## src/rtl/pipe_stage_reg_pkg.sv

```systemverilog
// Shared types and helpers for the inter-stage pipeline register.
package pipe_pkg;

  typedef enum logic [1:0] {
    EMPTY = 2'd0,
    BUSY  = 2'd1,
    FULL  = 2'd2
  } pipe_state_t;

  // Bit offset of payload field k when each field is w bits wide.
  function automatic int unsigned field_sel(input int unsigned k, input int unsigned w);
    return k * w;
  endfunction

endpackage

```

## src/rtl/pipe_stage_reg_sat_counter.sv

```systemverilog
// Saturating up-counter; sticks at all-ones, cleared only by reset.
module sat_counter #(
  parameter int WIDTH = 16
) (
  input  logic             clk,
  input  logic             rst_n,
  input  logic             inc_i,
  output logic [WIDTH-1:0] count_o
);

  logic [WIDTH-1:0] cnt_q, cnt_d;

  always_comb begin
    cnt_d = cnt_q;
    if (inc_i && (cnt_q != {WIDTH{1'b1}})) cnt_d = cnt_q + 1'b1;
  end

  always_ff @(posedge clk or negedge rst_n) begin
    if (!rst_n) cnt_q <= '0;
    else        cnt_q <= cnt_d;
  end

  assign count_o = cnt_q;

endmodule

```

## src/rtl/pipe_stage_reg.sv

```systemverilog
// Valid/ready pipeline register with flush, optional two-entry skid buffer
// and a saturating downstream-stall counter.
module pipe_stage_reg
  import pipe_pkg::*;
#(
  parameter int DATA_WIDTH = 32,
  parameter int NUM_FIELDS = 3,
  parameter int SKID_EN    = 1,
  parameter int CNT_WIDTH  = 16
) (
  input  logic                             clk,
  input  logic                             rst_n,
  input  logic                             flush_i,
  input  logic                             valid_i,
  output logic                             ready_o,
  input  logic [NUM_FIELDS*DATA_WIDTH-1:0] data_i,
  output logic                             valid_o,
  input  logic                             ready_i,
  output logic [NUM_FIELDS*DATA_WIDTH-1:0] data_o,
  output logic [CNT_WIDTH-1:0]             stall_cnt_o
);

  localparam int PW = NUM_FIELDS * DATA_WIDTH;

  pipe_state_t   state_q, state_d;
  logic [PW-1:0] main_q, main_d;
  logic [PW-1:0] skid_q, skid_d;
  logic          in_xfer, out_xfer;

  assign valid_o  = (state_q != EMPTY);
  assign in_xfer  = valid_i & ready_o;
  assign out_xfer = valid_o & ready_i;
  assign data_o   = main_q;

  // With the skid buffer, ready_o is decoded purely from the state flop so
  // that ready_i never reaches it combinationally.
  generate
    if (SKID_EN != 0) begin : g_skid_rdy
      assign ready_o = (state_q != FULL);
    end else begin : g_comb_rdy
      assign ready_o = ready_i | ~valid_o;
    end
  endgenerate

  always_comb begin
    state_d = state_q;
    main_d  = main_q;
    skid_d  = skid_q;
    if (flush_i) begin
      // Data regs keep their contents; only occupancy is dropped.
      state_d = EMPTY;
    end else begin
      case (state_q)
        EMPTY: begin
          if (in_xfer) begin
            main_d  = data_i;
            state_d = BUSY;
          end
        end
        BUSY: begin
          if (in_xfer && (out_xfer || (SKID_EN == 0))) begin
            main_d = data_i;
          end else if (in_xfer) begin
            skid_d  = data_i;
            state_d = FULL;
          end else if (out_xfer) begin
            state_d = EMPTY;
          end
        end
        FULL: begin
          if (out_xfer) begin
            main_d  = skid_q;
            state_d = BUSY;
          end
        end
        default: state_d = EMPTY;
      endcase
    end
  end

  always_ff @(posedge clk or negedge rst_n) begin
    if (!rst_n) begin
      state_q <= EMPTY;
      main_q  <= '0;
      skid_q  <= '0;
    end else begin
      state_q <= state_d;
      main_q  <= main_d;
      skid_q  <= skid_d;
    end
  end

  sat_counter #(.WIDTH(CNT_WIDTH)) u_stall_cnt (
    .clk     (clk),
    .rst_n   (rst_n),
    .inc_i   (valid_o & ~ready_i),
    .count_o (stall_cnt_o)
  );

endmodule

```

## config.mk

```make
export PLATFORM = sky130hd
export DESIGN_NAME = pipe_stage_reg
export DESIGN_NICKNAME = d
export VERILOG_FILES = /design/src/rtl/pipe_stage_reg_pkg.sv /design/src/rtl/pipe_stage_reg_sat_counter.sv /design/src/rtl/pipe_stage_reg.sv
export SDC_FILE = /design/constraint.sdc
export NUM_CORES = 1
export LEC_CHECK = 0
export ABC_AREA = 1
export CELL_PAD_IN_SITES_DETAIL_PLACEMENT = 1
export CELL_PAD_IN_SITES_GLOBAL_PLACEMENT = 1
export CORE_MARGIN = 2
export CORE_UTILIZATION = 37
export CTS_CLUSTER_SIZE = 16
export DETAILED_ROUTE_END_ITERATION = 12
export HOLD_SLACK_MARGIN = 0.12
export PLACE_DENSITY = 0.84
export SLEW_MARGIN = 10
export SYNTH_ARGS = -nofsm -noshare
export SYNTH_HDL_FRONTEND = slang
export SYNTH_SLANG_ARGS = --single-unit
```

## constraint.sdc

```tcl
create_clock -name clk -period 2 [get_ports clk]
set_input_delay 0.2 -clock clk [delete_from_list [all_inputs] [get_ports clk]]
set_output_delay 0.2 -clock clk [all_outputs]
set_load 0.02 [all_outputs]
```

-- Yosys cells after proc, flatten, opt, wreduce, memory -nomap -nowiden
Index checks and enable logic that the tools add are counted.
- latch bits: 0
- input port bits: 101
- output and inout port bits: 114
- flip-flop bits (word level): 210
- RAM bits: 0
- ROM bits: 0
- word-level logic and storage cells: 41
- memories kept: 0
- multiply operators: 0
- shifts and indexed selects: 0
- div/mod/pow operators: 0
- muxes and demuxes: 11
- $lt $le $gt $ge: 0
- reductions and logical operators: 8
- $add $sub $neg: 1
- bitwise logic cells: 6
- eq/ne operators: 11
- operators by type and width (cell ; number):
    $mux 96 ; 3
    $pmux 96 s3 ; 1
    $add 16x1->16 const B ; 1
    $ne 16x16->1 const B ; 1
    $mux 2 ; 6
    $ne 3x3->1 const B ; 3
    $ne 2x2->1 const B ; 4
    $reduce_and 4->1 ; 2
    $pmux 2 s3 ; 1
    $reduce_and 5->1 ; 1
    $ne 4x4->1 const B ; 1
    $and 1x1->1 ; 3
    $not 1->1 ; 3
    $reduce_bool 3->1 ; 1
    $eq 2x1->1 const B ; 1
    $eq 2x2->1 const B ; 1
    $logic_and 1x1->1 ; 2
    $logic_not 2->1 ; 1
    $reduce_bool 2->1 ; 1

-- Logic depth before layout (Yosys ltp)
Gate-level depths: netlist of the first run.
- depth in word-level cells: 7
- mapped depth: 9
- depth with buffers taken out: 8

-- Modules after synthesis
From an unflattened synthesis of the first run, not the netlist that was laid out.
- cell total of the unflattened synthesis: 1242
- area, all modules: 9750.6 µm²
- modules (own cells, without submodules) (module ; instances ; seq. area each (µm²) ; area each (µm²) ; cells an instance):
    pipe_stage_reg ; 1 ; 4854.7 ; 8719.6 ; 1095
    sat_counter ; 1 ; 400.4 ; 1031.0 ; 147

-- Worst setup path after synthesis of the first run
No wires, ideal clock.
- path type: register -> register
- start point: register u_stall_cnt.cnt_q[1], in the netlist u_stall_cnt.count_o[1]
- end point: register u_stall_cnt.cnt_q[0], in the netlist u_stall_cnt.count_o[0]
- buffers on the path: 1
- cell stages (with the launch flop): 9
- path slack: 0.412 ns
- required time: 1.934 ns
- setup time: 0.066 ns
- clock period less this slack: 1.588 ns
- arrival: 1.522 ns
- cells stage by stage: dfrtp_1 > ha_1 > inv_1 > nor2_1 > nand3_1 > nand2_1 > clkbuf_1 > nand3_1 > nand2_1
- cells in the longest elaborated chain, start to end: 2
- RTL lines (element ; RTL line ; text):
    start: declaration ; pipe_stage_reg_sat_counter.sv:11 ; logic [WIDTH-1:0] cnt_q, cnt_d;
    start signal: assignment ; pipe_stage_reg_sat_counter.sv:20 ; else cnt_q <= cnt_d;
    $ne 16x16->1 ; pipe_stage_reg_sat_counter.sv:15 ; if (inc_i && (cnt_q != {WIDTH{1'b1}})) cnt_d = cnt_q + 1'b1;
    $logic_and 1x1->1 ; pipe_stage_reg_sat_counter.sv:15 ;
No other way between the ends.
A chain may end at the register's enable or synchronous reset.

-- Worst setup path in the final report of the first run
- start point: register state_q[1]
- end point: output port ready_o
- cells in the longest elaborated chain, start to end: 1
- RTL lines (element ; RTL line ; text):
    start: declaration ; pipe_stage_reg.sv:25 ; pipe_state_t state_q, state_d;
    start signal: assignment ; pipe_stage_reg.sv:87 ; state_q <= state_d;
    $ne 2x2->1 ; pipe_stage_reg.sv:39 ; assign ready_o = (state_q != FULL);
    end: declaration ; pipe_stage_reg.sv:15 ; output logic ready_o,
No other way between the ends.

==> results.md, run 1 <==
* Status: finished clean
* Net count after synthesis at 1297
* Die height at 164 um
* Crit-path cells: inv_1 > nor2_4 > inv_2 > dlygate4sd2_1
* Maximum VDD drop at 0.687 mV
* Root Driver: clkbuf_16
* Largest net degree at the start of global routing at 118
* CTS tree: done
* Final Hold Viols at 0
* Gate Count Post-Synth at 1195
* Pre-CTS setup slack at 0.0741 ns
* Area of the mapped netlist at 0.00953 sq mm
* Synth top area share at 55.1%
* Clock Sink Count at 210
* Multiplexer area fraction after synthesis at 0%
* Synth Area in Adders at 0.131%
* Global route overflow at 0
* Clk pin slew, worst setup/hold paths at 0.06 ns
* Flop2flop setup slack at 0.19 ns
* Max H-tree Level at 1
* Critical path launch point type: register
* Register-to-Register Path Depth at 8
* Post-DRT Antenna Nets at 0
* Vias per cell at 4.85
* Top-count cell post-synth: nand2_1
* Synth cell count leaders: nand2_1 (315), inv_1 (211), dfrtp_1 (210), o21ai_0 (199), o21ai_1 (61)
* Crit Reg-Reg Startpoint: state_q[1]
* Worst setup path endpoint: ready_o
* Synth Register Bits at 210
* Synth Area in Simple Gates at 16.3%
* Largest family of logic cells by synthesized area: simple AND/OR/NAND/NOR gates
* Vias in the first global route at 9093
* Antenna violations before repair at 1
* Gpl congestion at 0.771
* Fin crit share at 93.0%
* Final min period at 1.86 ns
* Async S/R FF share, synth at 100%
* Starting density of the core at 37.7%
* Final TNS setup at 0 ns
* WS Path Type: register to primary output
* Skew final at 0.00799 ns
* Crit-path slowest cell: dfrtp_1
* Worst R2R End: skid_q[12]
* Crit-path max FO at 12
* Post-CTS Setup Bufs at 0
* Power after layout at 14.9 mW
* DRT Pass-1 Iters at 4
* Worst setup EP type: primary output
* Share of cells above drive strength 1 at 5.10%
* Final core utilization at 51.2%
* Synth unique cells at 23
* Max Cap Viol at 0
* Post-DP HPWL at 18400 um
* Drt first-iter violations at 511
* Final WS setup at 0.139 ns
* WP depth at 4
* Max Buffers Root-to-Sink at 3
* Synth Warn # at 0
* Yosys top cell by area: dfrtp_1
* Std-Cell Rows at 58
* Top cells by area, synth: dfrtp_1 (55%), nand2_1 (12%), o21ai_0 (10%)
* Critical Path Max Stage Delay at 0.39 ns
* Worst Path Buf+Inv at 3
* Final setup viols at 0
* Part of the Yosys area used for sequential elements at 55.1%
* Detailed Route WL at 26900 um
* Avg Cell Area, Syn at 7.98 sq um
* IO Port Bufs at 214
* Io pins at 215
* GRT Total Usage at 20.1%
* Worst path top cell family by delay: buffers and inverters
* Compound-Gate Fraction of Synth Area at 15.8%
* M1 GR Usage at 25.1%
* Area grow syn2layout at 35.7%
* DR vias at 8450
* Placed cell areas at 0.0121 sq mm
* First-pass GRT wire length at 44300 um
* Leak at 6.19 nW
* Wire per inst at 15.5 um
* Post-synth EDFFs at 0
* CTS Buf Count at 25
* Hold Crit Class: input port to async pin
* Max-slew violation count at 0
* PD cells at 1150 mW/mm^2
* WP data arrival at 1.66 ns
* Prevailing post-synth register cell: dfrtp_1
* Die X at 164 um
* CORE AREA at 0.0253 sq mm
* Drt drc at 0
* Global Route met3 Usage at 3.79%
* Die area at 0.0271 sq mm
* Worst path required time at 1.80 ns
* Worst Setup SP: state_q[1]
* Max transition margin at 67.5%
* XOR/XNOR share of the synthesized area at 0.735%
* Met2 GRT Util at 35.9%
* Gr busiest metal: met2
* Clk Latency, worst-skew pair at 0.51 ns
* RSZ-0062 raised after global routing: no
* Final nets at 1495
* Slew @ Worst Pin at 0.488 ns
* Fmax at 537 MHz
* Final Cell Area at 0.0129 sq mm
==> logic make-up after synthesis <==
group / Yosys count
buffers and inverters: 278
adders and majority gates: 1
DFF: 210
AOI/OAI and AO/OA: 300
xor gates and xnor gates: 8
and+or+nand+nor: 398
==> layout by cell type, fill, tap and decap left out, drive strengths merged <==
cell / count
nand2: 315
o21ai: 260
inv: 214
clkdlybuf4s50: 211
dfrtp: 210
nor2: 59
a21oi: 39
clkbuf: 33
buf: 23
nand3: 18
xor2: 8
clkinv: 8
nand4: 3
clkinvlp: 2
nor3: 2
diode: 1
a21boi: 1
nand3b: 1
ha: 1
bufinv: 1
dlygate4sd3: 1
dlygate4sd2: 1
dlymetal6s2s: 1
==> registers in the layout (all words and copies together) (netlist names) <==
register and flops:
data_o 96, skid_q 96, u_stall_cnt.count_o 16, state_q 2
==> per-layer routing <==
layer / vias up / part of all wire, %
met2: 199 / 51
met3: 41 / 5.6
met5: - / 0
met4: 0 / 1.9
met1: 4135 / 42
li1: 4075 / -
==> layout make-up <==
cell class                 count  area, sq um
antenna                        1         2.50
clock inverter                13          113
clock buffer                  33          706
inverter                     212          796
sequential                   210         5260
tap                          330          413
fill                        3021        12300
timing repair buffer         237         2500
multi-input combinational    707         3150
==> report_power, final <==
group | switching (mW) | internal, mW | total (mW) | leakage, nW
Combinational | 2.30 | 1.89 | 4.19 | 3.22
Clock | 1.85 | 2.63 | 4.48 | 0.404
Sequential | 0.738 | 5.47 | 6.21 | 2.56
==> stage by stage <==
step           std cells  hold slack (ns)
3_3_place_gp        1695            0.158
2_1_floorplan       1195          -0.0956
6_report            1743            0.226
5_1_grt             1742            0.251
4_1_cts             1742            0.213
3_5_place_dp        1695            0.160
==> worst register-to-register path: stages (launching register included) <==
cell	delay, ns
dfrtp_1	0.39
inv_1	0.13
nor2_4	0.06
inv_2	0.20
nand3_2	0.15
nand2_4	0.11
buf_12	0.33
nand2_1	0.21
o21ai_0	0.14
==> worst min-delay path by stage <==
stage / startpoint / endpoint / slack, ns
final: rst_n / skid_q[67] / 0.23
after global routing: rst_n / skid_q[76] / 0.25
after CTS: rst_n / skid_q[76] / 0.21
after detailed placement: rst_n / skid_q[76] / 0.16
after global placement: rst_n / skid_q[76] / 0.16
after floorplan: rst_n / data_o[0] / -0.1
==> timing repair <==
action,4_1_cts,5_1_grt
hold buffers,1,0
endpoints found under the hold margin,210,0
pin swaps,0,0
endpoints found under the setup margin,1,1
resized for setup,1,1
Power figures use the tool's default switching activity.
==> inputs of run 2 (changes only) <==
CORE_ASPECT_RATIO = 0.9   (was default)
==> results.md, run 2 (synthesized netlist as in run 1, its figures left out) <==
* Final TNS setup at 0 ns
* Maximum VDD drop at 0.765 mV
* First-pass GRT wire length at 45800 um
* Crit Reg-Reg Startpoint: u_stall_cnt.count_o[1]
* Leak at 6.16 nW
* Drt first-iter violations at 411
* Largest net degree at the start of global routing at 118
* Worst R2R End: u_stall_cnt.count_o[10]
* Flop2flop setup slack at 0.22 ns
* Gpl congestion at 0.762
* Crit-path max FO at 8
* Most frequent cells in the layout: nand2_1 (314), inv_1 (211), clkdlybuf4s50_1 (211), dfrtp_1 (210), o21ai_0 (199)
* Worst Path Buf+Inv at 3
* Max transition margin at 62.1%
* Share of cells above drive strength 1 at 4.83%
* Die height at 156 um
* Max Buffers Root-to-Sink at 3
* Commonest non-fill, non-tap cell in the layout: nand2_1
* Post-DP HPWL at 18400 um
* Final min period at 1.84 ns
* Crit-path cells: inv_1 > nor2_4 > inv_2 > dlygate4sd2_1
* Max Cap Viol at 0
* RSZ-0062 raised after global routing: no
* Worst Setup SP: state_q[1]
* Hold_ws at 0.214 ns
* Wire per inst at 15.7 um
* Post-DRT Antenna Nets at 0
* Crit-path slowest cell: dfrtp_1
* Worst setup EP type: primary output
* Vias in the first global route at 8978
* Fin crit share at 92.2%
* Max-slew violation count at 0
* Fill cells at 3026
* DRT Pass-1 Iters at 4
* Worst path top cell family by delay: buffers and inverters
* Status: finished clean
* CORE AREA at 0.0253 sq mm
* PD cells at 1150 mW/mm^2
* CTS Buf Count at 24
* Clock Sink Count at 210
* Global route overflow at 0
* Vias per cell at 4.82
* Final Cell Area at 0.0129 sq mm
* IO Port Bufs at 214
* Io pins at 215
* Pre-CTS setup slack at 0.0589 ns
* Clk Latency, worst-skew pair at 0.52 ns
* WP data arrival at 1.64 ns
* Skew final at 0.0168 ns
* Register-to-Register Path Depth at 9
* Max H-tree Level at 1
* Final setup viols at 0
* Final WS setup at 0.157 ns
* WS Path Type: register to primary output
* Placed Cells at 1708
* Final nets at 1495
* Root Driver: clkbuf_16
* Die area at 0.0271 sq mm
* Clk pin slew, worst setup/hold paths at 0.06 ns
* Antenna violations before repair at 0
* Antenna diodes at 0
* CTS tree: done
* DR vias at 8438
* Final Hold Viols at 0
* GRT Total Usage at 20.6%
* Area grow syn2layout at 35.1%
* Die X at 173 um
* Worst path required time at 1.80 ns
* Finished Layout Cells at 1749
* Critical Path Max Stage Delay at 0.39 ns
* Fmax at 543 MHz
* Starting density of the core at 37.7%
* Critical path launch point type: register
* Hold Crit Class: input port to async pin
* Detailed Route WL at 27500 um
* Placed cell areas at 0.0121 sq mm
* Slew @ Worst Pin at 0.569 ns
* Std-Cell Rows at 55
* Drt drc at 0
run 2: changes by cell type in the layout (fill, tap and decap cells not counted), moves of 2 or more:
| cell | before | now |
|---|---|---|
| buf_4 | 8 | 13 |
| buf_12 | 14 | 10 |
| clkinv_2 | 6 | 4 |
| clkinv_4 | 2 | 0 |
run 2: area by class of cell:
class	count	area (sq um)	area share, %
tap	342	428	3.32
multi-input combinational	707	3150	24.5
timing repair buffer	238	2450	19.0
sequential	210	5260	40.8
clock inverter	8	104	0.807
inverter	212	796	6.18
clock buffer	32	691	5.36
run 2: where the power goes:
group	switching (mW)	leakage, nW	internal (mW)
Sequential	0.727	2.56	5.47
Combinational	2.32	3.20	1.87
Clock	1.79	0.392	2.67
Total	4.84	6.16	10.0
run 2: timing repair:
action	in CTS	in global routing
setup endpoints to repair	2	0
buffers inserted	0	0
hold buffers	1	0
endpoints found under the hold margin	154	0
resized for setup	2	0
run 2: worst max-delay path by stage:
stage | cells after the start | to
2_1_floorplan | 8 | u_stall_cnt.count_o[0]
3_3_place_gp | 7 | skid_q[84]
3_5_place_dp | 7 | data_o[32]
4_1_cts | 4 | ready_o
5_1_grt | 9 | u_stall_cnt.count_o[10]
6_report | 4 | ready_o
run 2: stage by stage:
stage	power, mW	utilization (%)
floorplan	8.27	-
global placement	10.2	47.8
detailed placement	10.4	47.8
CTS	15.0	51.0
global route	15.7	51.0
finish	14.8	51.0
run 2: routing by layer:
metal | up-vias | track usage (%) | part of all wire, % | wire, um
met3 | 39 | 4.15 | 5.3 | 1440
met1 | 4140 | 26.8 | 45 | 12200
met4 | 0 | 4.76 | 2.1 | 568
li1 | 4075 | - | - | -
met5 | - | 0 | 0 | 0
met2 | 184 | 35.7 | 48 | 13200
run 2: worst reg2reg max path, delay by kind of cell, from the launching register on:
family / cells / cell delay [ns]
AND/OR/NAND/NOR: 5 / 0.60
flip-flops: 1 / 0.42
AO/OA/AOI/OAI: 1 / 0.08
buffers and inverters: 2 / 0.26
adder cells (fa/ha/maj): 1 / 0.30
==> inputs of run 3 (changes only) <==
CAP_MARGIN = 30   (was default)
SYNTH_HIERARCHICAL = 1   (was default)
==> results.md, run 3 <==
* Status: finished clean
* Share of cells above drive strength 1 at 6.27%
* Placed Cells at 1757
* Clock Sink Count at 210
* Synth cell count leaders: nand2_1 (544), dfrtp_1 (210), o21ai_0 (205), inv_1 (88), nand3_1 (37)
* Fill cells at 3095
* Top-count cell post-synth: nand2_1
* IO Port Bufs at 214
* Gpl congestion at 0.801
* Io pins at 215
* Max H-tree Level at 1
* Post-synth EDFFs at 0
* Final setup viols at 0
* Crit-path max FO at 6
* Max Cap Viol at 0
* Max-slew violation count at 0
* Async S/R FF share, synth at 100%
* Slew @ Worst Pin at 0.472 ns
* Synth Warn # at 6
* Antenna violations before repair at 1
* Yosys top cell by area: dfrtp_1
* WP data arrival at 1.63 ns
* Final nets at 1537
* Antenna diodes at 0
* RSZ-0062 raised after global routing: no
* Global route overflow at 0
* Combinational group share of total power at 28.9%
* Synth Register Bits at 210
* Vias in the first global route at 9427
* Wire per inst at 16.4 um
* Leak at 6.37 nW
* NetSw at 4.99 mW
* Post-CTS Setup Bufs at 0
* Final min period at 1.83 ns
* Worst R2R End: u_stall_cnt/count_o[8]
* Part of the Yosys area used for sequential elements at 53.9%
* Vias per cell at 4.99
* Commonest non-fill, non-tap cell in the layout: nand2_1
* Area of the mapped netlist at 0.00975 sq mm
* Worst setup EP type: primary output
* Avg Cell Area, Syn at 7.85 sq um
* Max Buffers Root-to-Sink at 3
* Largest net degree at the start of global routing at 72
* Fmax at 547 MHz
* Register-to-Register Path Depth at 8
* Worst path top cell family by delay: buffers and inverters
* DRT Pass-1 Iters at 4
* Hold Crit Class: input port to async pin
* Fin crit share at 91.4%
* Maximum VDD drop at 0.514 mV
* DR vias at 8973
* CORE AREA at 0.0260 sq mm
* Die area at 0.0277 sq mm
* Std-Cell Rows at 56
* Die X at 175 um
* Flop2flop setup slack at 0.20 ns
* Clock power share at 29.0%
* Final Hold Viols at 0
* Max transition margin at 68.5%
* Drt first-iter violations at 500
* CTS tree: done
* Synth unique cells at 34
* Crit-path cells: clkdlybuf4s50_1
* CTS Buf Count at 23
* Crit-path slowest cell: clkdlybuf4s50_1
* Synth top area share at 53.9%
* Most frequent cells in the layout: nand2_1 (543), clkdlybuf4s50_1 (211), dfrtp_1 (210), o21ai_0 (205), inv_1 (88)
* Internal cell power at 10.1 mW
* Switching share of power at 33.1%
* Clk Latency, worst-skew pair at 0.51 ns
* Worst Path Buf+Inv at 1
* Post-DRT Antenna Nets at 0
* Critical path launch point type: register
* Skew final at 0.0176 ns
* Clk pin slew, worst setup/hold paths at 0.06 ns
* Gate Count Post-Synth at 1242
* WS Path Type: register to primary output
* Root Driver: clkbuf_16
* Post-DP HPWL at 19500 um
* Worst path required time at 1.80 ns
* PD cells at 1150 mW/mm^2
* Top cells by area, synth: dfrtp_1 (54%), nand2_1 (21%), o21ai_0 (11%)
* GRT Total Usage at 21.7%
* Finished Layout Cells at 1799
* Critical Path Max Stage Delay at 0.66 ns
* Drt drc at 0
* Die height at 158 um
* Share of power burned in registers at 42.1%
* Starting density of the core at 37.5%
* Detailed Route WL at 29500 um
* Crit Reg-Reg Startpoint: state_q[1]
* Final core utilization at 50.5%
* Prevailing post-synth register cell: dfrtp_1
* First-pass GRT wire length at 48600 um
* Area grow syn2layout at 34.7%
* Net count after synthesis at 1344
* Final TNS setup at 0 ns
## run 3: cell type report
class                           instances  area, sq um  share of cell area (%)
Sequential cell                       210         5260                    40.0
Inverter                               92          349                    2.66
Clock inverter                         12          148                    1.12
Clock buffer                           29          628                    4.78
Timing Repair Buffer                  242         2520                    19.2
Multi-Input combinational cell        866         3800                    28.9
Tap cell                              348          435                    3.32
## run 3: metal layers
metal | part of all wire (%) | global-route usage [%]
met2 | 49 | 37.6
met3 | 4.5 | 3.67
met4 | 1.8 | 4.96
met5 | 0.047 | 0
met1 | 45 | 28.4
## run 3: timing repair
action / in CTS / in global routing
endpoints found under the setup margin: 2 / 1
hold buffers: 1 / 0
gates resized for setup: 2 / 1
endpoints found under the hold margin: 210 / 0
gates cloned: 0 / 0
## run 3: logic make-up after synthesis
kind of cell,Yosys count,share of synthesized area [%]
fa+ha+maj,1,0.128
simple gates,621,25.7
flops,210,53.9
buf+inv,166,7.40
compound gates,240,12.6
xor+xnor,4,0.359
## run 3: stage by stage
step / total power, mW / area (sq um) / setup slack [ns] / hold WS [ns]
after floorplan: 8.49 / 9750 / 0.443 / -0.0956
after global placement: 10.6 / 12300 / 0.171 / 0.153
after detailed placement: 10.8 / 12300 / 0.103 / 0.151
after CTS: 15.3 / 13100 / 0.0617 / 0.198
after global routing: 16.0 / 13100 / 0.0529 / 0.222
final: 15.1 / 13100 / 0.172 / 0.198
## run 3: how the worst max path moves through the flow
stage / from / to / slack (ns) / depth (start not counted)
floorplan: state_q[1] / u_stall_cnt/count_o[9] / 0.44 / 7
global placement: valid_i / data_o[57] / 0.17 / 8
detailed placement: valid_i / data_o[34] / 0.10 / 7
CTS: state_q[0] / ready_o / 0.06 / 3
global route: state_q[0] / ready_o / 0.05 / 3
finish: u_stall_cnt/count_o[11] / stall_cnt_o[11] / 0.17 / 1
## run 3: power groups by stage
stage	clock network, mW	logic (mW)	registers, mW
after floorplan	0	1.57	6.92
final	4.37	4.36	6.35
after detailed placement	0	4.40	6.39
after global placement	0	4.23	6.33
after global routing	4.67	4.83	6.50
after CTS	4.51	4.43	6.35
==> RTL edit: new RTL, flow settings as in run 3 <==
Encoding of `pipe_state_t`: now one-hot (3 bits for 3 states).
--- a/src/rtl/pipe_stage_reg_pkg.sv
+++ b/src/rtl/pipe_stage_reg_pkg.sv
@@ -1,10 +1,10 @@
 // Shared types and helpers for the inter-stage pipeline register.
 package pipe_pkg;
 
-  typedef enum logic [1:0] {
-    EMPTY = 2'd0,
-    BUSY  = 2'd1,
-    FULL  = 2'd2
+  typedef enum logic [2:0] {
+    EMPTY = 3'b001,
+    BUSY  = 3'b010,
+    FULL  = 3'b100
   } pipe_state_t;
 
   // Bit offset of payload field k when each field is w bits wide.
Function: same outputs for any inputs over 4 cycles, from zero or initial values and one cycle with rst_n low; so few cycles prove little.
==> RTL edit against run 3 <==
Sequential cell count up 1. Worst setup slack improved by 0.0014 ns. Synthesized area shrank 4.4%. Global-route usage is 1.8 points lower. Die area shrank 4.3%. Final cell count shrank 7.1%. Design area decreased by 3.6%. Routed wire length down 12%. Sequential power increased by 13%. Total power up 23%. Critical path type unchanged. Largest power group unchanged.
==> RTL edit: results (changes against run 3) <==
Status: completed (unchanged)
Clock Skew: 0.01514 ns (was 0.01761 ns)
Worst path slowest cell: dfstp_2 (was clkdlybuf4s50_1)
Crit path max-delay family: flip-flops (was buffers and inverters)
GR met2 Demand/Resource: 36.02% (was 37.63%)
Met3 Use GR: 3.019% (was 3.674%)
Initial DRC count: 440 (was 500)
RR Startpoint: state_q[2]$_DFFE_PN0P_ (was state_q[1]$_DFFE_PN0P_)
First-pass GRT wire length: 42.69 mm (was 48.60 mm)
RR Endpoint: u_stall_cnt/count_o[8]$_DFFE_PN0P_ (unchanged)
Drt via density: 4.820 (was 4.988)
Crit path capture: ready_o (was stall_cnt_o[11])
WHS: 0.2613 ns (was 0.1985 ns)
Peak supply drop: 0.8248 mV (was 0.5138 mV)
Yosys cell types: 29 (was 34)
Setup ws final: 0.1733 ns (was 0.1719 ns)
Avg Inst Size Synth: 8.344 um2 (was 7.851 um2)
Post-synthesis adder-cell area fraction: 0.1342% (was 0.1283%)
Fillers: 2907 (was 3095)
Cell count after placement: 1629 (was 1757)
Layout cell share with drive strength beyond 1: 6.321% (was 6.272%)
Worst Tran Pin Value: 0.6028 ns (was 0.4720 ns)
CP peak stage delay: 0.56 ns (was 0.66 ns)
Syn nets: 1219 (was 1344)
Worst Hold Class: in -> reg (was in -> async)
Most common library cells after synthesis: nand2_1, dfrtp_1, o21ai_0, inv_1, o21ai_1 (was nand2_1, dfrtp_1, o21ai_0, inv_1, nand3_1)
Area grow syn2layout: 35.82% (was 34.69%)
Post-synthesis compound-gate area fraction: 15.95% (was 12.56%)
Post-synthesis mux area share: 0% (unchanged)
Post-synthesis sequential area ratio: 56.67% (was 53.89%)
Crit Path Class: reg -> out (unchanged)
Vias in the first global route: 8397 (was 9427)
Largest net degree at the start of global routing: 83 (was 72)
Deepest clock path buffer count: 3 (unchanged)
Routability cong.: 0.8071 (was 0.8011)
Total track usage: 19.86% (was 21.67%)
Pleak: 6.213 nW (was 6.370 nW)
Drt total wl: 26.05 mm (was 29.53 mm)
Post-DP HPWL: 17.85 mm (was 19.52 mm)
Final net count: 1416 (was 1537)
Top cells by area, synth: dfrtp_1, nand2_1, o21ai_0 (unchanged)
Worst-path fanout max: 5 (was 6)
CTS Root Buffer Type: clkbuf_16 (unchanged)
Origin of the worst setup path: state_q[0]$_DFFE_PN1P_ (was u_stall_cnt/count_o[11]$_DFFE_PN0P_)
WP data arrival: 1.63 ns (about the same)
R2R cell count: 10 (was 8)
Routed len/inst: 15.58 um (was 16.41 um)
GR Layer Usage met1: 24.60% (was 28.45%)
Placed inst area: 11850 um2 (was 12340 um2)
Post-synthesis xor/xnor area fraction: 0.3759% (was 0.3593%)
[RTL edit: worst register-to-register path: cells and delay by family (launching register included)]
kind / cells / cell delay, ns
simple gates: 5 / 0.79
compound gates: 1 / 0.16
flops: 1 / 0.41
buf+inv: 4 / 0.36
[RTL edit: cell type report]
| type | count | share of cell area, % |
|---|---|---|
| sequential | 211 | 41.72 |
| multi-input combinational | 718 | 25.81 |
| timing repair buffer | 235 | 19.13 |
| clock buffer | 33 | 5.160 |
| inverter | 125 | 3.717 |
| tap | 342 | 3.380 |
| clock inverter | 7 | 1.068 |
| antenna | 1 | 0.01977 |
[RTL edit: power breakdown]
| part | switching (mW) | internal (mW) | total, mW |
|---|---|---|---|
| Clock | 1.70 | 2.77 | 4.47 |
| Sequential | 1.07 | 6.10 | 7.17 |
| Combinational | 3.89 | 3.03 | 6.92 |
| Total | 6.66 | 11.9 | 18.6 |
[RTL edit: metal layers]
metal	part of all wire (%)	wire length, um
met1	42	11050
met2	51	13390
met3	3.6	946
met4	2.6	668
met5	0	0
